$ cat src/rtl/loader_pkg.sv
// Shared types and helpers for the UART instruction-memory loader.
// The L_CSUM state is only reachable when UART_IMEM_LOADER_CHECKSUM_EN is defined.
package loader_pkg;

  typedef enum logic [1:0] {
    R_IDLE,
    R_START,
    R_DATA,
    R_STOP
  } rx_state_e;

  typedef enum logic [2:0] {
    L_LEN_HI,
    L_LEN_LO,
    L_DATA,
    L_CSUM,
    L_DONE,
    L_ERR
  } loader_state_e;

  function automatic int clks_per_bit(input int clk_freq_hz, input int baud);
    return clk_freq_hz / baud;
  endfunction

endpackage

$ cat src/rtl/uart_rx_8n1.sv
// 8N1 UART receiver: 2-flop synchroniser, mid-bit sampling, one-cycle
// rx_valid per good byte and one-cycle frame_err per bad stop bit.
module uart_rx_8n1
  import loader_pkg::*;
#(
  parameter int CLKS_PER_BIT = 434
) (
  input  logic       clk,
  input  logic       reset,
  input  logic       rx,
  output logic       rx_valid,
  output logic [7:0] rx_byte,
  output logic       frame_err
);

  localparam int CW = $clog2(CLKS_PER_BIT) + 1;
  localparam logic [CW-1:0] FULL_BIT = CW'(CLKS_PER_BIT - 1);
  localparam logic [CW-1:0] HALF_BIT = CW'(CLKS_PER_BIT / 2 - 1);

  logic            rx_meta_q, rx_sync_q;
  rx_state_e       state_q, state_d;
  logic [CW-1:0]   clk_cnt_q, clk_cnt_d;
  logic [2:0]      bit_idx_q, bit_idx_d;
  logic [7:0]      shift_q, shift_d;
  logic            rx_valid_q, rx_valid_d;
  logic            frame_err_q, frame_err_d;

  // rx is asynchronous to clk; idle level is high so the flops reset to 1.
  always_ff @(posedge clk or posedge reset) begin
    if (reset) begin
      rx_meta_q <= 1'b1;
      rx_sync_q <= 1'b1;
    end else begin
      rx_meta_q <= rx;
      rx_sync_q <= rx_meta_q;
    end
  end

  always_comb begin
    state_d     = state_q;
    clk_cnt_d   = clk_cnt_q;
    bit_idx_d   = bit_idx_q;
    shift_d     = shift_q;
    rx_valid_d  = 1'b0;
    frame_err_d = 1'b0;
    unique case (state_q)
      R_IDLE: begin
        clk_cnt_d = '0;
        if (!rx_sync_q) state_d = R_START;
      end
      R_START: begin
        if (clk_cnt_q == HALF_BIT) begin
          clk_cnt_d = '0;
          bit_idx_d = '0;
          state_d   = rx_sync_q ? R_IDLE : R_DATA;
        end else begin
          clk_cnt_d = clk_cnt_q + CW'(1);
        end
      end
      R_DATA: begin
        if (clk_cnt_q == FULL_BIT) begin
          clk_cnt_d = '0;
          shift_d   = {rx_sync_q, shift_q[7:1]};
          bit_idx_d = bit_idx_q + 3'd1;
          if (bit_idx_q == 3'd7) state_d = R_STOP;
        end else begin
          clk_cnt_d = clk_cnt_q + CW'(1);
        end
      end
      R_STOP: begin
        if (clk_cnt_q == FULL_BIT) begin
          clk_cnt_d   = '0;
          rx_valid_d  = rx_sync_q;
          frame_err_d = !rx_sync_q;
          state_d     = R_IDLE;
        end else begin
          clk_cnt_d = clk_cnt_q + CW'(1);
        end
      end
      default: state_d = R_IDLE;
    endcase
  end

  always_ff @(posedge clk or posedge reset) begin
    if (reset) begin
      state_q     <= R_IDLE;
      clk_cnt_q   <= '0;
      bit_idx_q   <= '0;
      shift_q     <= '0;
      rx_valid_q  <= 1'b0;
      frame_err_q <= 1'b0;
    end else begin
      state_q     <= state_d;
      clk_cnt_q   <= clk_cnt_d;
      bit_idx_q   <= bit_idx_d;
      shift_q     <= shift_d;
      rx_valid_q  <= rx_valid_d;
      frame_err_q <= frame_err_d;
    end
  end

  assign rx_valid  = rx_valid_q;
  assign rx_byte   = shift_q;
  assign frame_err = frame_err_q;

endmodule

$ cat src/rtl/uart_imem_loader.sv
// Loads a length-prefixed big-endian program image from UART into instruction memory.
// Optional trailing checksum byte enabled by UART_IMEM_LOADER_CHECKSUM_EN.
module uart_imem_loader
  import loader_pkg::*;
#(
  parameter int CLK_FREQ_HZ    = 50000000,
  parameter int BAUD           = 115200,
  parameter int ADDR_BUS_WIDTH = 16,
  parameter int MEM_BYTES      = 64
) (
  input  logic                      clk,
  input  logic                      reset,
  input  logic                      rx,
  input  logic                      load_start,
  output logic                      we,
  output logic [ADDR_BUS_WIDTH-1:0] waddr,
  output logic [7:0]                wdata,
  output logic                      cpu_hold,
  output logic                      load_done,
  output logic                      err
);

  localparam int CLKS_PER_BIT = clks_per_bit(CLK_FREQ_HZ, BAUD);

  logic       rx_valid;
  logic [7:0] rx_byte;
  logic       frame_err;

  uart_rx_8n1 #(
    .CLKS_PER_BIT(CLKS_PER_BIT)
  ) u_rx (
    .clk      (clk),
    .reset    (reset),
    .rx       (rx),
    .rx_valid (rx_valid),
    .rx_byte  (rx_byte),
    .frame_err(frame_err)
  );

  loader_state_e             state_q;
  logic [15:0]               len_q;
  logic [ADDR_BUS_WIDTH-1:0] cnt_q;
  logic                      we_q;
  logic [ADDR_BUS_WIDTH-1:0] waddr_q;
  logic [7:0]                wdata_q;
  logic                      cpu_hold_q;
  logic                      load_done_q;
  logic                      err_q;
`ifdef UART_IMEM_LOADER_CHECKSUM_EN
  logic [7:0]                sum_q;
`endif

  logic [15:0] len_full;
  logic [15:0] cnt_next16;
  assign len_full   = {len_q[15:8], rx_byte};
  assign cnt_next16 = 16'(cnt_q) + 16'd1;

  always_ff @(posedge clk or posedge reset) begin
    if (reset) begin
      state_q     <= L_LEN_HI;
      len_q       <= '0;
      cnt_q       <= '0;
      we_q        <= 1'b0;
      waddr_q     <= '0;
      wdata_q     <= '0;
      cpu_hold_q  <= 1'b1;
      load_done_q <= 1'b0;
      err_q       <= 1'b0;
`ifdef UART_IMEM_LOADER_CHECKSUM_EN
      sum_q       <= '0;
`endif
    end else begin
      we_q <= 1'b0;
      case (state_q)
        L_LEN_HI: begin
          if (rx_valid) begin
            len_q[15:8] <= rx_byte;
`ifdef UART_IMEM_LOADER_CHECKSUM_EN
            sum_q       <= rx_byte;
`endif
            state_q     <= L_LEN_LO;
          end
        end
        L_LEN_LO: begin
          if (rx_valid) begin
            len_q[7:0] <= rx_byte;
            cnt_q      <= '0;
`ifdef UART_IMEM_LOADER_CHECKSUM_EN
            sum_q      <= sum_q + rx_byte;
`endif
            if (len_full == 16'd0) begin
              state_q     <= L_DONE;
              cpu_hold_q  <= 1'b0;
              load_done_q <= 1'b1;
            end else if ({16'd0, len_full} > 32'(MEM_BYTES)) begin
              err_q   <= 1'b1;
              state_q <= L_ERR;
            end else begin
              state_q <= L_DATA;
            end
          end
        end
        L_DATA: begin
          if (rx_valid) begin
            we_q    <= 1'b1;
            waddr_q <= cnt_q;
            wdata_q <= rx_byte;
            cnt_q   <= cnt_q + ADDR_BUS_WIDTH'(1);
`ifdef UART_IMEM_LOADER_CHECKSUM_EN
            sum_q   <= sum_q + rx_byte;
            if (cnt_next16 == len_q) state_q <= L_CSUM;
`else
            if (cnt_next16 == len_q) begin
              state_q     <= L_DONE;
              cpu_hold_q  <= 1'b0;
              load_done_q <= 1'b1;
            end
`endif
          end
        end
`ifdef UART_IMEM_LOADER_CHECKSUM_EN
        // A valid image sums (lengths + payload + checksum) to zero mod 256.
        L_CSUM: begin
          if (rx_valid) begin
            if (8'(sum_q + rx_byte) == 8'd0) begin
              state_q     <= L_DONE;
              cpu_hold_q  <= 1'b0;
              load_done_q <= 1'b1;
            end else begin
              err_q   <= 1'b1;
              state_q <= L_ERR;
            end
          end
        end
`endif
        L_DONE, L_ERR: begin
          if (load_start) begin
            err_q       <= 1'b0;
            cnt_q       <= '0;
            waddr_q     <= '0;
            cpu_hold_q  <= 1'b1;
            load_done_q <= 1'b0;
            state_q     <= L_LEN_HI;
          end
        end
        default: state_q <= L_ERR;
      endcase
      // Framing errors abort an in-progress load; once idle they only flag.
      if (frame_err) begin
        err_q <= 1'b1;
        if (state_q != L_DONE && state_q != L_ERR) begin
          state_q     <= L_ERR;
          cpu_hold_q  <= 1'b1;
          load_done_q <= 1'b0;
        end
      end
    end
  end

  assign we        = we_q;
  assign waddr     = waddr_q;
  assign wdata     = wdata_q;
  assign cpu_hold  = cpu_hold_q;
  assign load_done = load_done_q;
  assign err       = err_q;

endmodule
$ cat config.mk
export PLATFORM = sky130hd
export DESIGN_NAME = uart_imem_loader
export DESIGN_NICKNAME = d
export VERILOG_FILES = /design/src/rtl/loader_pkg.sv /design/src/rtl/uart_rx_8n1.sv /design/src/rtl/uart_imem_loader.sv
export SDC_FILE = /design/constraint.sdc
export NUM_CORES = 1
export LEC_CHECK = 0
export ABC_CLOCK_PERIOD_IN_PS = 2700
export BUFFER_PORTS_ARGS = -buffer_cell sky130_fd_sc_hd__buf_2
export CAP_MARGIN = 20
export CORE_MARGIN = 3
export CORE_UTILIZATION = 60
export CTS_CLUSTER_DIAMETER = 30
export CTS_CLUSTER_SIZE = 14
export DETAILED_ROUTE_END_ITERATION = 8
export PLACE_DENSITY = 0.79
export SKIP_CTS_REPAIR_TIMING = 1
export SLEW_MARGIN = 25
export SYNTH_ARGS = -nofsm -noshare
export SYNTH_HDL_FRONTEND = slang
export SYNTH_HIERARCHICAL = 1
export SYNTH_SLANG_ARGS = --single-unit
export TNS_END_PERCENT = 20
$ cat constraint.sdc
create_clock -name clk -period 2.7 [get_ports clk]
set_input_delay 0.135 -clock clk [delete_from_list [all_inputs] [get_ports clk]]
set_output_delay 0.135 -clock clk [all_outputs]
set_load 0.02 [all_outputs]
==> Yosys cells after proc, flatten, opt, wreduce, memory -nomap -nowiden <==
Cells that the tools add are included.
{ "word_totals": {"register_bits": 90, "in_bits": 4} }
{ "op_classes": {"add_sub_neg": 3, "order_cmp": 1, "eq_ne": 25, "n_mux": 57, "n_reduce_logical": 20} }
{ "ops": {"columns": ["operator", "n"], "rows": [
  ["$mux 16", 4],
  ["$pmux 16 s3", 1],
  ["$mux 3", 11],
  ["$pmux 16 s2", 1],
  ["$pmux 10 s3", 1],
  ["$mux 1", 25],
  ["$mux 10", 2],
  ["$add 16x1->16 const B", 1],
  ["$eq 16x16->1", 1],
  ["$gt 16x7->1 const B", 1],
  ["$logic_not 16->1", 1],
  ["$mux 2", 6],
  ["$ne 2x1->1 const B", 6],
  ["$pmux 3 s4", 1],
  ["$add 10x1->10 const B", 1],
  ["$eq 10x8->1 const B", 1],
  ["$eq 10x9->1 const B", 1],
  ["$reduce_and 5->1", 2],
  ["$eq 3x3->1 const B", 3],
  ["$ne 3x2->1 const B", 3],
  ["$pmux 2 s4", 1],
  ["$reduce_and 2->1", 4],
  ["$ne 3x3->1 const B", 2],
  ["$pmux 1 s3", 2],
  ["other kinds (18)", 24]
]} }

==> Logic depth before layout (Yosys ltp) <==
{ "logic_depth": {"word_depth": 7, "mapped_depth": 8} }

==> Modules after synthesis <==
The synthesis kept the hierarchy.
{ "by_module_without_submodules": {"columns": ["mod", "instances", "cells_per_inst", "area_each_um2", "seq_area_each_um2"], "rows": [
  ["uart_imem_loader", 1, 364, 3380.7, 1577.8],
  ["uart_rx_8n1", 1, 118, 1239.9, 678.2]
]} }

==> Worst setup path after synthesis <==
Ideal clock, no wire load.
{ "synth_path": {"kind": "flip-flop to flip-flop", "startpoint": "reg cnt_q[0]", "endpoint": "reg load_done_q, in the netlist load_done", "setup_time_ns": 0.066, "arrival_ns": 2.338, "slack_ns": 0.296, "stages_incl_launch_ff": 9, "n_path_buf": 1, "period_less_slack_ns": 2.404, "path_cell_list": "dfrtp_1 -> ha_1 -> and3_1 -> clkbuf_1 -> and3_1 -> a21oi_1 -> a2111o_1 -> a2111oi_4 -> o32a_1"} }
{ "synth_between": {"elab_chain_len": 7} }
{ "synth_rtl": {"columns": ["item", "line", "text"], "rows": [
  ["from (decl)", "uart_imem_loader.sv:42", "logic [ADDR_BUS_WIDTH-1:0] cnt_q;"],
  ["from (signal assigned)", "uart_imem_loader.sv:108", "cnt_q <= cnt_q + ADDR_BUS_WIDTH'(1);"],
  ["$add 16x1->16 *", "uart_imem_loader.sv:56", "assign cnt_next16 = 16'(cnt_q) + 16'd1;"],
  ["$eq 16x16->1 *", "uart_imem_loader.sv:113", "if (cnt_next16 == len_q) begin"],
  ["$mux 1 *", "uart_imem_loader.sv:113", null],
  ["$mux 1 *", "uart_imem_loader.sv:104", "if (rx_valid) begin"],
  ["$pmux 1 s3 *", "uart_imem_loader.sv:74", "case (state_q)"],
  ["$mux 1", "uart_imem_loader.sv:151", "if (state_q != L_DONE && state_q != L_ERR) begin"],
  ["$mux 1 *", "uart_imem_loader.sv:149", "if (frame_err) begin"],
  ["to (signal assigned)", "uart_imem_loader.sv:94", "load_done_q <= 1'b1;"],
  ["to (signal assigned)", "uart_imem_loader.sv:116", "load_done_q <= 1'b1;"],
  ["to (signal assigned)", "uart_imem_loader.sv:154", "load_done_q <= 1'b0;"],
  ["to (decl)", "uart_imem_loader.sv:47", "logic load_done_q;"]
]} }
Every way passes the cells marked *; elsewhere a longest branch is shown, timed or not.
A chain may end at the register's enable or synchronous reset.

==> Final worst setup path <==
{ "layout_path": {"startpoint": "reg cnt_q[1]", "endpoint": "reg load_done_q, in the netlist load_done"} }
Same word-level chain as after synthesis.

==> summary.md <==
| Metric | Value |
|---|---|
| Hold_ws | `0.1924 ns` |
| # rows | `31` |
| Routed len/inst | `16.10 um` |
| Violation count after the first detailed-route iteration | `245` |
| Maximum VDD drop | `0.3552 mV` |
| Fin util | `0.6949` |
| Lkg Pwr | `2.450 nW` |
| Final setup viols | `0` |
| Reg-to-reg slack, setup | `0.16 ns` |
| Avg Cell Area, Syn | `9.586 um^2` |
| Chip Width | `93.76 um` |
| Mapped Cells | `482` |
| Worst Setup End Kind | `flop` |
| TritonRoute pass-1 iters | `5` |
| Overall power | `2.709 mW` |
| Layout Nets | `523` |
| Starting density of the core | `0.6270` |
| Routed WL | `9934 um` |
| Max Slew Vio Count | `0` |
| Seq/Total Area, Yosys | `0.4882` |
| Remaining DRCs | `0` |
| Core area | `7370 um^2` |
| Capturing point of the worst reg2reg path | `load_done` |
| Port bufs | `31` |
| Worst Hold Depth | `3` |
| Die area | `8790 um^2` |
| Layout fillers | `564` |
| Period utilisation layout | `0.9421` |
| Area Overhead vs Synth | `10.83%` |
| Synthesized flop and latch total | `90` |
| Synth Flop Type | `dfrtp_1` |
| Pwr Density | `528.9 nW/um^2` |
| Synth async-reset ratio | `1.000` |
| Post-route cell area | `5121 um^2` |
| Detailed placement HPWL | `6912 um` |
| Via density | `5.995` |
| Largest net degree at the start of global routing | `34` |
| Syn Std Cell Area | `4621 um^2` |
| Root buf cell | `clkbuf_8` |
| # IOs | `32` |
| Tmin final | `2.544 ns` |
| Grt ovf | `0` |
| First-pass GRT wire length | `16940 um` |
| Slew headroom | `0.3925` |
| Fmax | `393.1 MHz` |
| Crit start category | `flop` |
| Synth cell types | `64` |
| CTS tree | `yes` |
| CTS max path bufs | `2` |
| Dpl cell area | `4883 um^2` |
| Final Hold Fails | `0` |
| Slew @ Worst Pin | `0.9057 ns` |
| Post-synth EDFFs | `0` |
| # H-tree levels | `3` |
| Commonest non-fill, non-tap cell in the layout | `nand2_1` |
| Status | `completed` |
| Hold Path Origin | `load_start` |
| Clock-pin slew on the worst setup and hold paths | `0.10 ns` |
| Antenna cells | `0` |
| Initial antenna violation count | `0` |
| Clk Latency, worst-skew pair | `0.37 ns` |
| Crit Path Max Fanout | `7` |
| Setup TNS | `0 ns` |
| Setup CP Type | `reg -> reg` |
| Hold EP | `cpu_hold` |
| Most frequent cells in the layout | `nand2_1, dfrtp_1, o21ai_0, nand3_1, buf_2` |
| Number of global-route vias before repair | `3557` |
| GPL Wtd Cong | `0.9012` |
| Syn_nets | `492` |
| Share of layout cells above drive strength 1 | `0.1795` |
| Reg2reg path depth | `7` |
| Crit path DAT | `2.86 ns` |
| Hold WC Path Type | `in -> reg` |
| Vias post-DR | `3699` |
| CTS sink count | `90` |
| Total GRT Usage | `0.2447` |
| Data required time of the worst path | `3.01 ns` |
| # Max-Cap Violations | `0` |
| Die Ht | `93.76 um` |
| Synth Warn # | `6` |
| Fin Clk Skew | `0.01005 ns` |
| ANT nets after route | `0` |
| Worst r2r src | `cnt_q[1]` |
| Total CTS buffers | `9` |
| Unrepaired setup endpoints after global routing | `no` |
-- synthesized netlist by cell type (2+ instances only) --
master	number	area (um^2)
dfstp_2	3	78.83
inv_1	14	52.55
nand2b_1	7	43.79
o22ai_1	3	18.77
nand3_1	32	160.2
and4_1	2	17.52
o31ai_1	6	45.04
nor2_1	27	101.4
o31a_1	2	17.52
xnor2_1	20	175.2
nor3_1	7	35.03
nor4_1	5	31.28
or3_1	4	25.02
nand3_2	4	40.04
nand2_1	99	371.6
nor2b_1	6	37.54
and3_1	9	56.30
o21ai_0	35	175.2
nor3b_1	2	15.01
nor4_4	2	42.54
dfrtp_1	87	2177
and3_2	2	15.01
buf_2	4	20.02
o32ai_1	2	17.52
nand4_1	4	25.02
ha_1	6	75.07
a211oi_1	2	15.01
clkbuf_1	18	67.56
xor2_1	5	43.79
a21oi_1	7	35.03
a31oi_1	6	37.54
mux2_2	16	180.2
a22o_1	3	26.28
-- metrics by stage --
stage / instances / worst slack (ns)
floorplan: 482 / 0.2961
global placement: 599 / 0.2658
detailed placement: 599 / 0.2193
CTS: 615 / 0.1871
global route: 617 / 0.01273
finish: 617 / 0.1563
-- logic make-up (layout without fill, tap and decap cells) --
logic type,count (synthesis),in the layout,synth area share
xor gates and xnor gates,26,26,0.05226
DFF,90,90,0.4882
and+or+nand+nor,223,223,0.2467
adders and majority gates,6,6,0.01625
buffers and inverters,37,73,0.03114
muxes,17,17,0.04116
AOI/OAI and AO/OA,83,83,0.1243
-- flip-flops by register name (all words and copies together) (netlist names), 3 cells and up, named ones only --
register / flops
wdata: 8
u_rx/rx_byte: 8
state_q: 3
cnt_q: 16
waddr: 16
u_rx/clk_cnt_q: 10
u_rx/bit_idx_q: 3
len_q: 16
-- layout make-up --
type | count | area (um^2) | area share
Clock buffer | 9 | 123.9 | 0.02419
Clock inverter | 7 | 87.58 | 0.01710
Tap cell | 99 | 123.9 | 0.02419
Timing Repair Buffer | 43 | 250.2 | 0.04886
Multi-Input combinational cell | 355 | 2227 | 0.4349
Inverter | 14 | 52.55 | 0.01026
Sequential cell | 90 | 2256 | 0.4405
-- worst max-delay path: stages (launching register included) --
cell and delay, ns:
dfrtp_1 0.46, ha_1 0.31, and3_1 0.32, and3_1 0.26, a21oi_1 0.08, a2111o_1 0.43, a2111oi_4 0.43, o32a_1 0.19
-- where the power goes --
part | total [mW] | leakage [nW] | internal [mW] | switching, mW
clock network | 0.976 | 0.0992 | 0.443 | 0.533
registers | 1.48 | 1.21 | 1.40 | 0.0782
logic | 0.256 | 1.14 | 0.0987 | 0.157
-- worst max-delay path by stage --
stage,from,to,slack (ns),depth (start not counted)
final,cnt_q[1],load_done,0.16,7
after global routing,cnt_q[1],load_done,0.01,7
after CTS,cnt_q[1],load_done,0.19,7
after detailed placement,cnt_q[1],state_q[2],0.22,7
after global placement,cnt_q[1],state_q[2],0.27,7
after floorplan,cnt_q[0],load_done,0.30,8
-- per-layer routing --
layer	part of all wire	vias up	global-route usage
met4	0.027	0	0.1071
met1	0.45	1821	0.3277
li1	-	1759	-
met5	0	-	0
met3	0.040	20	0.03285
met2	0.48	99	0.3986
Note: power is estimated with default switching activity, not from simulation.
